### src/rtl/common.sv
// rtl/common.sv - shared cache-bus types: request/response structs, burst lengths, arbiter state.
package common;

  localparam int MLEN_W = 8;
  typedef logic [MLEN_W-1:0] mlen_t;

  // AXI-style encoding: beats = len + 1
  localparam mlen_t MLEN1  = 8'd0;
  localparam mlen_t MLEN2  = 8'd1;
  localparam mlen_t MLEN4  = 8'd3;
  localparam mlen_t MLEN8  = 8'd7;
  localparam mlen_t MLEN16 = 8'd15;

  typedef struct packed {
    logic        valid;
    logic        is_write;
    logic [2:0]  size;
    logic [63:0] addr;
    mlen_t       len;
    logic [1:0]  burst;
    logic [63:0] data;
    logic [7:0]  strobe;
  } cbus_req_t;

  typedef struct packed {
    logic        ready;
    logic        last;
    logic [63:0] data;
  } cbus_resp_t;

  typedef enum logic {ARB_IDLE, ARB_BUSY} cbus_arb_state_t;

endpackage

### src/rtl/cbus_arb_pick.sv
// rtl/cbus_arb_pick.sv - combinational winner search starting at a rotating pointer.
module cbus_arb_pick #(
  parameter int N     = 2,
  parameter int IDX_W = $clog2(N)
) (
  input  logic [N-1:0]     valid,
  input  logic [IDX_W-1:0] start,
  output logic             any_valid,
  output logic [IDX_W-1:0] winner
);

  always_comb begin
    int idx;
    any_valid = 1'b0;
    winner    = '0;
    idx       = 0;
    for (int i = 0; i < N; i++) begin
      idx = (int'(start) + i) % N;
      if (!any_valid && valid[idx[IDX_W-1:0]]) begin
        any_valid = 1'b1;
        winner    = idx[IDX_W-1:0];
      end
    end
  end

endmodule

### src/rtl/cbus_arbiter.sv
// rtl/cbus_arbiter.sv - N-to-1 cache-bus arbiter, one grant per burst held until the last beat.
// CBUS_ARB_RR_EN selects round-robin; default build is fixed priority (lowest index wins).
module cbus_arbiter
  import common::*;
#(
  parameter  int NUM_MASTERS = 2,
  localparam int IDX_W       = $clog2(NUM_MASTERS)
) (
  input  logic       clk,
  input  logic       reset,
  input  cbus_req_t  ireqs  [NUM_MASTERS],
  output cbus_resp_t oresps [NUM_MASTERS],
  output cbus_req_t  oreq,
  input  cbus_resp_t iresp
);

  cbus_arb_state_t  state, state_next;
  logic [IDX_W-1:0] gnt, gnt_next;
  logic [IDX_W-1:0] start;
  logic [IDX_W-1:0] winner;
  logic             any_valid;
  logic [NUM_MASTERS-1:0] valid_vec;

`ifdef CBUS_ARB_RR_EN
  logic [IDX_W-1:0] rr_ptr, rr_next;
  assign start = rr_ptr;
`else
  assign start = '0;
`endif

  always_comb begin
    valid_vec = '0;
    for (int i = 0; i < NUM_MASTERS; i++) valid_vec[i] = ireqs[i].valid;
  end

  cbus_arb_pick #(.N(NUM_MASTERS), .IDX_W(IDX_W)) u_pick (
    .valid     (valid_vec),
    .start     (start),
    .any_valid (any_valid),
    .winner    (winner)
  );

  always_ff @(posedge clk) begin
    if (reset) begin
      state  <= ARB_IDLE;
      gnt    <= '0;
`ifdef CBUS_ARB_RR_EN
      rr_ptr <= '0;
`endif
    end else begin
      state  <= state_next;
      gnt    <= gnt_next;
`ifdef CBUS_ARB_RR_EN
      rr_ptr <= rr_next;
`endif
    end
  end

  always_comb begin
    state_next = state;
    gnt_next   = gnt;
`ifdef CBUS_ARB_RR_EN
    rr_next    = rr_ptr;
`endif
    if (state == ARB_IDLE) begin
      if (any_valid) begin
        state_next = ARB_BUSY;
        gnt_next   = winner;
`ifdef CBUS_ARB_RR_EN
        rr_next    = (winner == IDX_W'(NUM_MASTERS - 1)) ? '0 : winner + 1'b1;
`endif
      end
    end else if (iresp.ready && iresp.last) begin
      state_next = ARB_IDLE;
    end
  end

  // Request steering depends only on state/gnt, so iresp never reaches oreq.
  always_comb begin
    oreq = '0;
    for (int i = 0; i < NUM_MASTERS; i++) oresps[i] = '0;
    if (!reset && state == ARB_BUSY) begin
      oreq        = ireqs[gnt];
      oresps[gnt] = iresp;
    end
  end

endmodule
### config.mk
export PLATFORM = sky130hd
export DESIGN_NAME = cbus_arbiter
export DESIGN_NICKNAME = d
export VERILOG_FILES = /design/src/rtl/common.sv /design/src/rtl/cbus_arb_pick.sv /design/src/rtl/cbus_arbiter.sv
export SDC_FILE = /design/constraint.sdc
export NUM_CORES = 1
export LEC_CHECK = 0
export BUFFER_PORTS_ARGS = -buffer_cell sky130_fd_sc_hd__buf_2
export CORE_AREA = 4 4 249 251
export DETAILED_ROUTE_END_ITERATION = 8
export DIE_AREA = 0 0 253 255
export PLACE_DENSITY = 0.31
export REMOVE_ABC_BUFFERS = 1
export SETUP_SLACK_MARGIN = 0.05
export SLEW_MARGIN = 20
export SYNTH_ARGS = -nofsm -noshare
export SYNTH_HDL_FRONTEND = slang
export SYNTH_HIERARCHICAL = 1
export SYNTH_SLANG_ARGS = --single-unit
### constraint.sdc
create_clock -name clk -period 2.35 [get_ports clk]
set_input_delay 0.5875 -clock clk [delete_from_list [all_inputs] [get_ports clk]]
set_output_delay 0.5875 -clock clk [all_outputs]
set_load 0.01 [all_outputs]
======== After elaboration in Yosys (flattened, before gate mapping) ========
Cells that the tools add are included.
Widths: inputs -> output; s select.
storage, ports and cells
  bits in registers ....................... 2
  input bits .............................. 370
  word-level logic and storage cells ...... 27
cells by class
  magnitude comparators ................... 2
  mux-type cells .......................... 13
  bitwise logic cells ..................... 3
  reductions and logical operators ........ 7
operators by type and width
  operator            number
  $mux 151            4
  $and 132x132->132   1
  $mux 132            1
  $demux 66 s1        1
  $mux 66             1
  $mux 1              6
  $logic_and 1x1->1   4
  $ge 2x2->1 const B  1
  $logic_not 1->1     2
  $lt 2x1->1 const B  1
  $not 1->2           1
  $reduce_and 2->1    1
  $not 1->1           1

======== Longest topological paths before layout ========
  depth in word-level cells ............... 7
  mapped depth ............................ 5
  gate-level depth less buffers ........... 4

======== By module ========
The synthesis kept the hierarchy.
modules (own cells, without submodules)
  module         instances  cells an instance  area each (um2)  sequential area each (um2)
  cbus_arbiter   1          566                3349.5           40.0
  cbus_arb_pick  1          3                  17.5             0.0

======== Least setup slack after synthesis ========
No wires, ideal clock.
  kind .................................... input port to output port
  from .................................... in reset
  to ...................................... out oreq[100] in the netlist's numbering
  arrival time ............................ 1.344 ns
  required time ........................... 1.762 ns
  path slack .............................. 0.418 ns
  stages on the path ...................... 5
  path buffers ............................ 3
  path through ............................ nand2b_1 -> buf_2 -> buf_2 -> buf_2 -> nor2_1
RTL lines
  what                RTL line            source
  start: declaration  cbus_arbiter.sv:10  input logic reset,
  end: declaration    cbus_arbiter.sv:13  output cbus_req_t oreq,

==> metrics.md <==
| Metric | Value |
|---|---|
| Outcome | completed |
| Critical Path AT | 1.72 ns |
| DRT Wirelength | 31300 µm |
| CTS hold repair buffers | 0 |
| DIE WIDTH | 253 µm |
| Setup repair bufs after CTS | 0 |
| Layout filler cell count | 7092 |
| Multi-input gate area | 0.00312 mm² |
| Fin crit period | 2.30 ns |
| Hpwl dp | 28300 µm |
| Worst hold path type | primary input to register |
| Fmax | 434 MHz |
| Seq cells post-synth | 2 |
| First-pass GRT wire length | 41200 µm |
| Storage cell area | 45.0 µm² |
| Remaining DRCs | 0 |
| Die H | 255 µm |
| Synth unique cells | 18 |
| Worst path max stage delay | 0.44 ns |
| Power Internal | 906 µW |
| CTS Root Cell | clkbuf_16 |
| Pin count of the biggest net entering global routing | 49 |
| Die area | 0.0645 mm² |
| I/O Buffers | 652 |
| WP buf/inv | 3 |
| Asr flop ratio synth | 0% |
| Num rows | 90 |
| CP required | 1.76 ns |
| Final net count | 1591 |
| Top FF cell, synth | dfxtp_1 |
| Tcrit/Tclk final | 98.0% |
| Vias in the first global route | 6283 |
| Clk sinks | 2 |
| Mapped cell area | 0.00337 mm² |
| EDFF count, synth | 0 |
| YS warnings | 6 |
| Ports | 653 |
| Final setup vio count | 0 |
| Antenna violations before repair | 3 |
| DRT antenna net count | 0 |
| Switching Power | 747 µW |
| Post-CTS Resized | 5 |
| Syn Area/Cell | 5.92 µm² |
| Ant. Diodes | 0 |
| H-tree depth | 1 |
| Pre-CTS setup slack | 0.166 ns |
| Setup ws final | 0.0468 ns |
| Static Leak | 0.00437 µW |
| Synth top area share | 44.9% |
| CP top delay family | buffers and inverters |
| Sw Share | 45.2% |
| Clock transition at the registers of the reported paths | 0.03 ns |
| Gp weighted congestion | 0.894 |
| Vias per cell | 3.18 |
| Combinational Power Share | 81.3% |
| All-Layer GR Usage | 8.57% |
| Synth top area cells | mux2i_1, nor2_1, nand2b_1 |
| Most common cell in the synthesized netlist | nor2_1 |
| Pwr dens | 207 mW/mm² |
| Final hold violation count | 0 |
| Worst-path cell chain | buf_12 -> buf_4 -> mux2i_1 -> nor2_1 -> buf_2 |
| CP Class | register to output port |
| Register area share after synthesis | 1.19% |
| Clk_lat worst skew | 0.22 ns |
| Seq pwr share | 2.6% |
| Slew Limit Fails | 0 |
| Peak VDD IR | 0.135 mV |
| Top post-synthesis cells by count | nor2_1, mux2i_1, nand2b_1 |
| Area grow syn2layout | 138% |
| DR pass1 iterations | 4 |
| Setup_tns | 0 ns |
| Core ar. | 0.0599 mm² |
| Initial core utilization | 5.62% |
| RSZ-0062 raised after global routing | yes |
| Clock buffer depth | 2 |
| Yosys top cell by area | mux2i_1 |
| Max-Cap Viols | 0 |
| Syn Inst Count | 569 |
| Slowest CP cell | mux2i_1 |
| Final core occ | 13.4% |
| Vias | 6358 |
| Grt ovf | 0 |
| Post-DR wirelength/cell | 15.7 µm |
| Skew final | 0.000216 ns |
| Layout cells sized above 1 | 58.9% |
| CTS Buf Count | 3 |
| CTS tree | yes |
| Clk pwr share | 16.1% |
| Startpoint type of the worst setup path | register |
| 1st-iter DRT viols | 273 |
| Worst setup EP type | output port |
| Worst-path fanout max | 21 |
[path summary, 6_finish.rpt]
path | startpoint | cells past startpoint | end | slack, ns
max | gnt | 5 | oreq[134] | 0.05
min | iresp[64] | 2 | state | 0.59
max reg2reg | state | 2 | gnt | 1.33
min reg2reg | state | 1 | state | 0.60
[final cells by class]
type / count / share of cell area [%]
Clock buffer: 4 / 0.985
Inverter: 1 / 0.0469
Multi-Input combinational cell: 511 / 39.0
Sequential cell: 2 / 0.563
Tap cell: 782 / 12.2
Timing Repair Buffer: 702 / 47.2
[registers in the layout, indices dropped and copies added (netlist names)]
name / flops
gnt: 1
state: 1
[power by group through the flow]
stage | combinational (µW) | clock (µW) | sequential (µW)
floorplan | 573 | 0 | 100
global placement | 1350 | 0 | 42.8
detailed placement | 1360 | 0 | 42.9
CTS | 1370 | 269 | 42.5
global route | 1470 | 275 | 43.3
finish | 1340 | 267 | 42.7
[layer usage]
layer | GRT usage, % | vias up | part of all wire [%]
li1 | - | 3123 | -
met1 | 9.04 | 2822 | 36
met2 | 16.9 | 385 | 52
met3 | 2.26 | 26 | 9.2
met4 | 2.16 | 2 | 2.3
met5 | 0 | - | 0.022
[layout by cell type (no fill, tap or decap), types with 2 or more instances in the layout]
cell type | netlist | routed
buf_12 | 0 | 7
buf_16 | 0 | 2
buf_2 | 41 | 652
buf_4 | 0 | 38
buf_6 | 0 | 3
clkbuf_16 | 0 | 3
mux2i_1 | 151 | 143
mux2i_2 | 0 | 7
nand2b_1 | 68 | 66
nor2_1 | 282 | 282
[through the flow]
step	power [µW]	hold WS, ns	instances	area, µm²
6_report	1650	0.586	2002	8000
5_1_grt	1790	0.610	2002	8000
4_1_cts	1680	0.593	2002	7950
3_5_place_dp	1400	0.672	1998	7860
3_3_place_gp	1400	0.656	1998	7860
2_1_floorplan	673	0.535	514	3110
[worst reg2reg max path, stage by stage (launching register included)]
cell     delay [ns]
dfxtp_2        0.37
or4bb_1        0.50
o21ai_0        0.08
[logic make-up (layout without fill, tap and decap cells)]
family	after synthesis	after routing	share of synthesized area, %
AOI/OAI and AO/OA	3	3	0.632
DFF	2	2	1.19
and+or+nand+nor	356	356	45.4
other	1	1	0.111
muxes	151	151	44.9
buffers and inverters	56	707	7.77
(Power assumes the default switching activity.)
